<file path="config.mk">
export PLATFORM = sky130hd
export DESIGN_NAME = ifu_fetch_flat
export DESIGN_NICKNAME = d
export VERILOG_FILES = /design/src/rtl/ifu_fetch_if.sv /design/src/rtl/ifu_fetch.sv /design/src/flat_wrapper.sv
export SDC_FILE = /design/constraint.sdc
export NUM_CORES = 1
export LEC_CHECK = 0
export CAP_MARGIN = 20
export CORE_ASPECT_RATIO = 0.7
export CORE_MARGIN = 3
export CORE_UTILIZATION = 49
export CTS_CLUSTER_SIZE = 16
export DETAILED_ROUTE_END_ITERATION = 12
export GPL_ROUTABILITY_DRIVEN = 0
export PLACE_DENSITY = 0.86
export SLEW_MARGIN = 25
export SYNTH_ARGS = -nofsm -noshare
export SYNTH_HDL_FRONTEND = slang
export SYNTH_SLANG_ARGS = --single-unit
</file>
<file path="constraint.sdc">
create_clock -name clk -period 7.75 [get_ports clk]
set_clock_uncertainty 0.1 [all_clocks]
set_input_delay 1.1625 -clock clk [delete_from_list [all_inputs] [get_ports clk]]
set_output_delay 1.1625 -clock clk [all_outputs]
set_load 0.005 [all_outputs]
</file>
<file path="src/rtl/ifu_fetch_if.sv">
`default_nettype none
// ============================================================================
// Module      : ifu_fetch_if
// Description : Bus bundle between the instruction-fetch unit, the instruction
//               ROM read port and the decode stage. Signal suffixes are named
//               from the fetch unit's point of view. The master modport is
//               for the fetch unit and the slave modport is for its environment.
// Revision    : 1.0 - initial release
// ============================================================================
interface ifu_fetch_if #(
  parameter int ADDR_WIDTH = 32,
  parameter int DATA_WIDTH = 32
);
  // ROM read port
  logic                  ce_o;
  logic [ADDR_WIDTH-1:0] addr_o;
  logic [DATA_WIDTH-1:0] data_i;
  // Control from the back end
  logic                  redirect_i;
  logic [ADDR_WIDTH-1:0] redirect_pc_i;
  logic                  halt_i;
  // Decode handshake
  logic                  inst_valid_o;
  logic [DATA_WIDTH-1:0] inst_o;
  logic [ADDR_WIDTH-1:0] pc_o;
  logic                  inst_ready_i;

  modport master (
    output ce_o, addr_o,
    input  data_i,
    input  redirect_i, redirect_pc_i, halt_i,
    output inst_valid_o, inst_o, pc_o,
    input  inst_ready_i
  );

  modport slave (
    input  ce_o, addr_o,
    output data_i,
    output redirect_i, redirect_pc_i, halt_i,
    input  inst_valid_o, inst_o, pc_o,
    output inst_ready_i
  );
endinterface
`default_nettype wire

</file>
<file path="src/rtl/ifu_fetch.sv">
`default_nettype none
// ============================================================================
// Module      : ifu_fetch
// Description : Instruction-fetch initiator. It reads the ROM at the current
//               PC and buffers {pc, word} pairs in a small FIFO. It presents
//               the FIFO head to decode over valid/ready. It handles PC
//               redirect with flush, and a level-sensitive halt.
//               Optional feature macro IFU_PERF_EN adds 64-bit fetch and
//               stall counters.
// Revision    : 1.0 - initial release
// ============================================================================
module ifu_fetch #(
  parameter int                    ADDR_WIDTH = 32,
  parameter int                    DATA_WIDTH = 32,
  parameter logic [ADDR_WIDTH-1:0] RESET_PC   = ADDR_WIDTH'(32'h8000_0000),
  parameter int                    FIFO_DEPTH = 2
) (
  input  logic        clk,
  input  logic        rst,
  ifu_fetch_if.master bus
`ifdef IFU_PERF_EN
  ,
  output logic [63:0] fetch_cnt_o,
  output logic [63:0] stall_cnt_o
`endif
);

  localparam int               c_PTR_W = $clog2(FIFO_DEPTH);
  localparam int               c_CNT_W = c_PTR_W + 1;
  localparam logic [c_CNT_W-1:0] c_DEPTH = c_CNT_W'(FIFO_DEPTH);

  typedef enum logic [1:0] {
    ST_BOOT  = 2'd0,
    ST_FETCH = 2'd1,
    ST_HALT  = 2'd2
  } state_t;

  state_t                state_q, state_d;
  logic [ADDR_WIDTH-1:0] pc_q, pc_d;
  logic [c_CNT_W-1:0]    count_q, count_d;
  logic [c_PTR_W-1:0]    wr_ptr_q, wr_ptr_d;
  logic [c_PTR_W-1:0]    rd_ptr_q, rd_ptr_d;
  logic [ADDR_WIDTH-1:0] pc_mem_q   [FIFO_DEPTH];
  logic [DATA_WIDTH-1:0] inst_mem_q [FIFO_DEPTH];

  logic                  w_not_empty;
  logic                  w_ce;
  logic                  w_pop;
  logic [ADDR_WIDTH-1:0] w_redirect_pc;
  logic                  w_unused_pc_lsb;

  // The target's byte offset is dropped, so it is intentionally left unread.
  assign w_unused_pc_lsb = ^bus.redirect_pc_i[1:0];
  assign w_redirect_pc   = {bus.redirect_pc_i[ADDR_WIDTH-1:2], 2'b00};

  assign w_not_empty = (count_q != '0);
  // Fetch depends only on registered occupancy. A full FIFO does not refetch
  // on a same-cycle pop, which keeps inst_ready_i off the ROM enable path.
  assign w_ce  = (state_q == ST_FETCH) && (count_q < c_DEPTH) &&
                 !bus.redirect_i && !bus.halt_i;
  // A redirect flushes the FIFO, so the pop that would happen with it is discarded.
  assign w_pop = w_not_empty && bus.inst_ready_i && !bus.redirect_i;

  assign bus.ce_o         = w_ce;
  assign bus.addr_o       = pc_q;
  assign bus.inst_valid_o = w_not_empty;
  assign bus.inst_o       = w_not_empty ? inst_mem_q[rd_ptr_q] : '0;
  assign bus.pc_o         = w_not_empty ? pc_mem_q[rd_ptr_q]   : '0;

  // Next-state computation: redirect overrides normal push/pop bookkeeping.
  always_comb begin
    state_d  = bus.halt_i ? ST_HALT : ST_FETCH;
    pc_d     = pc_q;
    count_d  = count_q;
    wr_ptr_d = wr_ptr_q;
    rd_ptr_d = rd_ptr_q;
    if (bus.redirect_i) begin
      pc_d     = w_redirect_pc;
      count_d  = '0;
      wr_ptr_d = '0;
      rd_ptr_d = '0;
    end else begin
      if (w_ce) begin
        pc_d     = pc_q + ADDR_WIDTH'(4);
        wr_ptr_d = wr_ptr_q + c_PTR_W'(1);
      end
      if (w_pop) begin
        rd_ptr_d = rd_ptr_q + c_PTR_W'(1);
      end
      if (w_ce && !w_pop) begin
        count_d = count_q + c_CNT_W'(1);
      end else if (!w_ce && w_pop) begin
        count_d = count_q - c_CNT_W'(1);
      end
    end
  end

  // Control state, PC and FIFO pointers. BOOT is one cycle after reset.
  always_ff @(posedge clk) begin
    if (rst) begin
      state_q  <= ST_BOOT;
      pc_q     <= RESET_PC;
      count_q  <= '0;
      wr_ptr_q <= '0;
      rd_ptr_q <= '0;
    end else begin
      state_q  <= state_d;
      pc_q     <= pc_d;
      count_q  <= count_d;
      wr_ptr_q <= wr_ptr_d;
      rd_ptr_q <= rd_ptr_d;
    end
  end

  // FIFO storage captures the same-cycle ROM data. It is not reset because
  // the outputs are gated by occupancy.
  always_ff @(posedge clk) begin
    if (!rst && w_ce) begin
      pc_mem_q[wr_ptr_q]   <= pc_q;
      inst_mem_q[wr_ptr_q] <= bus.data_i;
    end
  end

`ifdef IFU_PERF_EN
  logic [63:0] fetch_cnt_q;
  logic [63:0] stall_cnt_q;

  // Performance counters are cleared only by reset and wrap naturally.
  always_ff @(posedge clk) begin
    if (rst) begin
      fetch_cnt_q <= '0;
      stall_cnt_q <= '0;
    end else begin
      if (w_ce) begin
        fetch_cnt_q <= fetch_cnt_q + 64'd1;
      end
      if ((state_q == ST_FETCH) && (count_q == c_DEPTH)) begin
        stall_cnt_q <= stall_cnt_q + 64'd1;
      end
    end
  end

  assign fetch_cnt_o = fetch_cnt_q;
  assign stall_cnt_o = stall_cnt_q;
`endif

endmodule
`default_nettype wire

</file>
<file path="src/flat_wrapper.sv">
// flat-port wrapper written by rule: the top's interface ports become plain ports
module ifu_fetch_flat 
#(
  parameter int                    ADDR_WIDTH = 32,
  parameter int                    DATA_WIDTH = 32,
  parameter logic [ADDR_WIDTH-1:0] RESET_PC   = ADDR_WIDTH'(32'h8000_0000),
  parameter int                    FIFO_DEPTH = 2
)
  (clk, rst, bus_ce_o, bus_addr_o, bus_data_i, bus_redirect_i, bus_redirect_pc_i, bus_halt_i, bus_inst_valid_o, bus_inst_o, bus_pc_o, bus_inst_ready_i);
  ifu_fetch_if #(.ADDR_WIDTH(ADDR_WIDTH), .DATA_WIDTH(DATA_WIDTH)) bus_i ();
  input  logic clk;
  input  logic rst;
  output wire logic [$bits(bus_i.ce_o)-1:0] bus_ce_o;
  output wire logic [$bits(bus_i.addr_o)-1:0] bus_addr_o;
  input wire logic [$bits(bus_i.data_i)-1:0] bus_data_i;
  input wire logic [$bits(bus_i.redirect_i)-1:0] bus_redirect_i;
  input wire logic [$bits(bus_i.redirect_pc_i)-1:0] bus_redirect_pc_i;
  input wire logic [$bits(bus_i.halt_i)-1:0] bus_halt_i;
  output wire logic [$bits(bus_i.inst_valid_o)-1:0] bus_inst_valid_o;
  output wire logic [$bits(bus_i.inst_o)-1:0] bus_inst_o;
  output wire logic [$bits(bus_i.pc_o)-1:0] bus_pc_o;
  input wire logic [$bits(bus_i.inst_ready_i)-1:0] bus_inst_ready_i;
  assign bus_ce_o = bus_i.ce_o;
  assign bus_addr_o = bus_i.addr_o;
  assign bus_i.data_i = bus_data_i;
  assign bus_i.redirect_i = bus_redirect_i;
  assign bus_i.redirect_pc_i = bus_redirect_pc_i;
  assign bus_i.halt_i = bus_halt_i;
  assign bus_inst_valid_o = bus_i.inst_valid_o;
  assign bus_inst_o = bus_i.inst_o;
  assign bus_pc_o = bus_i.pc_o;
  assign bus_i.inst_ready_i = bus_inst_ready_i;
  ifu_fetch #(.ADDR_WIDTH(ADDR_WIDTH), .DATA_WIDTH(DATA_WIDTH), .RESET_PC(RESET_PC), .FIFO_DEPTH(FIFO_DEPTH)) u_core (.clk(clk), .rst(rst), .bus(bus_i));
endmodule
</file>
==> flow_summary.json <==
{
  "first_pass_iters": 5,
  "synth_top_area_share_pct": 55.3,
  "fp-row-count": 35,
  "drv_slew": 0,
  "reg2reg_setup_slack_ns": 4.79,
  "drive_gt1_share_pct": 6.62,
  "fin_util_pct": 68.3,
  "clock_path_buffers": 2,
  "crit_arrival_ns": 3.26,
  "synth_edf_count": 124,
  "die-area_um2": 15200,
  "cts_made_buffers": 17,
  "drt_iter0_markers": 365,
  "die_height_um": 104,
  "area_delta_synth_final_pct": 35.1,
  "cp_max_fo": 17,
  "grt_setup_unrepaired": "false",
  "hold_class": "flip-flop to flip-flop",
  "wl_met3_mm": 1.12,
  "dieWidth_um": 146,
  "grt_pass1_wl_mm": 26.0,
  "cp-startpoint": "bus_halt_i",
  "antenna_left": 0,
  "grt_max_degree": 50,
  "htree_levels": 4,
  "cts_sinks": 161,
  "avgSynthCellArea_um2": 12.7,
  "crit_end": "bus_ce_o",
  "cts_hold_buf": 0,
  "status": "completed",
  "io_buffer_count": 160,
  "top_layer": "met4",
  "path_class": "input port to output pin",
  "netlist_top_cells_area": "edfxtp_1 55%, dfxtp_1 11%, mux2i_1 9.2%",
  "seq_area_frac_synth_pct": 66.3,
  "reg2reg_to": "u_core.bus.addr_o[23]$_SDFFE_PP0P_",
  "vdd_drop_max_mv": 0.170,
  "p_leak_uw": 0.00288,
  "met2_length_mm": 7.70,
  "core-area_um2": 13300,
  "cts-resized-gates": 0,
  "syn_area_um2": 6730,
  "track_usage_pct": 21.4,
  "yosys.area.top_type": "edfxtp_1",
  "critPathLaunchType": "input port",
  "finalWirelength_mm": 16.1,
  "wl_per_cell_um": 18.3,
  "cts_root_buf": "clkbuf_16",
  "synth_ff_type": "edfxtp_1",
  "place_hpwl_mm": 10.7,
  "maxCapViolCount": 0,
  "vias_per_cell": 5.51,
  "setup_violations": 0,
  "max_freq_mhz": 221,
  "insertion_delay_ns": 0.42,
  "finalNetCount": 753,
  "io_pins": 167,
  "slew-limit-headroom_pct": 33.2,
  "antenna_found_initial": 0,
  "grt_pass1_vias": 4938,
  "period_minus_slack_ns": 4.52,
  "hold_violations": 0,
  "fin_crit_sh_pct": 58.4,
  "endpoint_kind": "output pin",
  "cts_tree": "built",
  "worst_pin_slew_ns": 0.993,
  "vias": 4849,
  "met1_length_mm": 7.15,
  "power_density_nw_per_um2": 209,
  "ys_types": 40,
  "grt_overflow": 0,
  "crit-reg2reg-launch": "u_core.count_q[1]$_SDFFE_PP0P_",
  "start_util_pct": 50.6,
  "total_power_uw": 1900,
  "clkTransAtPathRegs_ns": 0.07,
  "synth-async-reset-ratio_pct": 0,
  "rr_worst_depth": 4,
  "synthCells": 528,
  "ys_seq_elements": 161,
  "worst_ep_required_time_ns": 6.49,
  "post-route-drc-count": 0,
  "synth_warnings": 0,
  "n_antenna_cell": 0,
  "fin_tns_setup_ns": 0,
  "cts_setup_buffers": 0
}
## per-layer routing
metal / vias up / GRT usage (%)
met5: - / 0
met4: 0 / 5.57
met3: 15 / 5.97
met2: 197 / 34.7
met1: 2345 / 28.9
li1: 2292 / -
## metrics by stage
step / worst slack [ns] / hold slack (ns) / instances / instance area [um^2]
3_5_place_dp: 3.26 / 0.391 / 848 / 8520
3_3_place_gp: 3.32 / 0.382 / 847 / 8500
6_report: 3.23 / 0.411 / 880 / 9100
2_1_floorplan: 0.825 / 0.372 / 531 / 6740
4_1_cts: 3.26 / 0.412 / 880 / 9090
5_1_grt: 3.13 / 0.425 / 880 / 9100
## critical path, cell delays in order
cell and delay, ns:
clkdlybuf4s50_1 0.48, or4b_1 0.79, nor2_1 0.24, clkdlybuf4s50_1 0.59
## cells in the final DEF, fill, tap and decap left out, types with 3 or more instances in the layout
master             n
o31ai_1            4
clkdlybuf4s50_1  160
a2111oi_0          6
nand2_1           14
mux2i_1           62
o21ai_0            9
xnor2_1            7
nand3_1           15
inv_1             16
a211oi_1          14
buf_4              7
conb_1             4
and4_1            10
nor2_1            91
inv_8              3
nor3_1             4
clkinv_4           3
nor4_1            12
or4_1              7
edfxtp_1         124
clkbuf_16         17
dfxtp_1           36
nand4_1           12
or3_1              7
a21oi_1            4
inv_6              4
xor2_1             5
a311oi_1          11
## sequential cells by signal, indices dropped and copies added, names as in the netlist, named ones only
signal,cells
u_core.count_q,2
u_core.inst_mem_q,64
u_core.pc_mem_q,60
u_core.wr_ptr_q,1
u_core.bus.addr_o,30
u_core.state_q,2
u_core.rd_ptr_q,1
## worst min path at each step
stage / startpoint / endpoint / slack, ns / cells past startpoint
2_1_floorplan: u_core.rd_ptr_q$_SDFFE_PP0P_ / flip-flop / 0.37 / 2
3_3_place_gp: u_core.rd_ptr_q$_SDFFE_PP0P_ / u_core.rd_ptr_q$_SDFFE_PP0P_ / 0.38 / 2
3_5_place_dp: u_core.rd_ptr_q$_SDFFE_PP0P_ / u_core.rd_ptr_q$_SDFFE_PP0P_ / 0.39 / 2
4_1_cts: u_core.rd_ptr_q$_SDFFE_PP0P_ / u_core.rd_ptr_q$_SDFFE_PP0P_ / 0.41 / 2
5_1_grt: u_core.rd_ptr_q$_SDFFE_PP0P_ / u_core.rd_ptr_q$_SDFFE_PP0P_ / 0.42 / 2
6_report: u_core.rd_ptr_q$_SDFFE_PP0P_ / u_core.rd_ptr_q$_SDFFE_PP0P_ / 0.41 / 2
## Yosys cell counts, types with 2 or more instances
library cell and n:
a2111oi_0 6, a211oi_1 14, a21oi_1 4, a311oi_1 11, a31oi_1 2, and2_1 2, and4_1 10, buf_1 2
buf_2 2, buf_4 4, clkbuf_1 27, dfxtp_1 37, edfxtp_1 124, ha_1 2, inv_1 16, mux2i_1 62
nand2_1 14, nand3_1 15, nand4_1 12, nor2_1 92, nor3_1 6, nor3b_1 2, nor4_1 12, o21ai_0 9
o31ai_1 4, or3_1 7, or4_1 7, xnor2_1 7, xor2_1 5
## kinds of logic after synthesis
family / share of synthesized area, %
AO/OA/AOI/OAI: 5.99
XOR/XNOR: 1.56
adder cells (fa/ha/maj): 0.372
buffers and inverters: 3.18
flip-flops: 66.3
multiplexers: 9.22
other: 0.0557
AND/OR/NAND/NOR: 13.3
## area by class of cell
type	count	area, um^2
clock buffer	17	425
clock inverter	15	149
fill	996	4220
inverter	16	60.1
multi-input combinational	318	2090
sequential	161	4470
tap	185	231
timing repair buffer	168	1670
## report_power, final
group | internal (uW) | leakage [uW] | switching (uW) | total (uW)
combinational | 72.9 | 0.00115 | 48.9 | 122
clock | 452 | 0.000278 | 358 | 810
sequential | 945 | 0.00145 | 27.5 | 972
total | 1470 | 0.00288 | 434 | 1900
(Power assumes the default switching activity.)
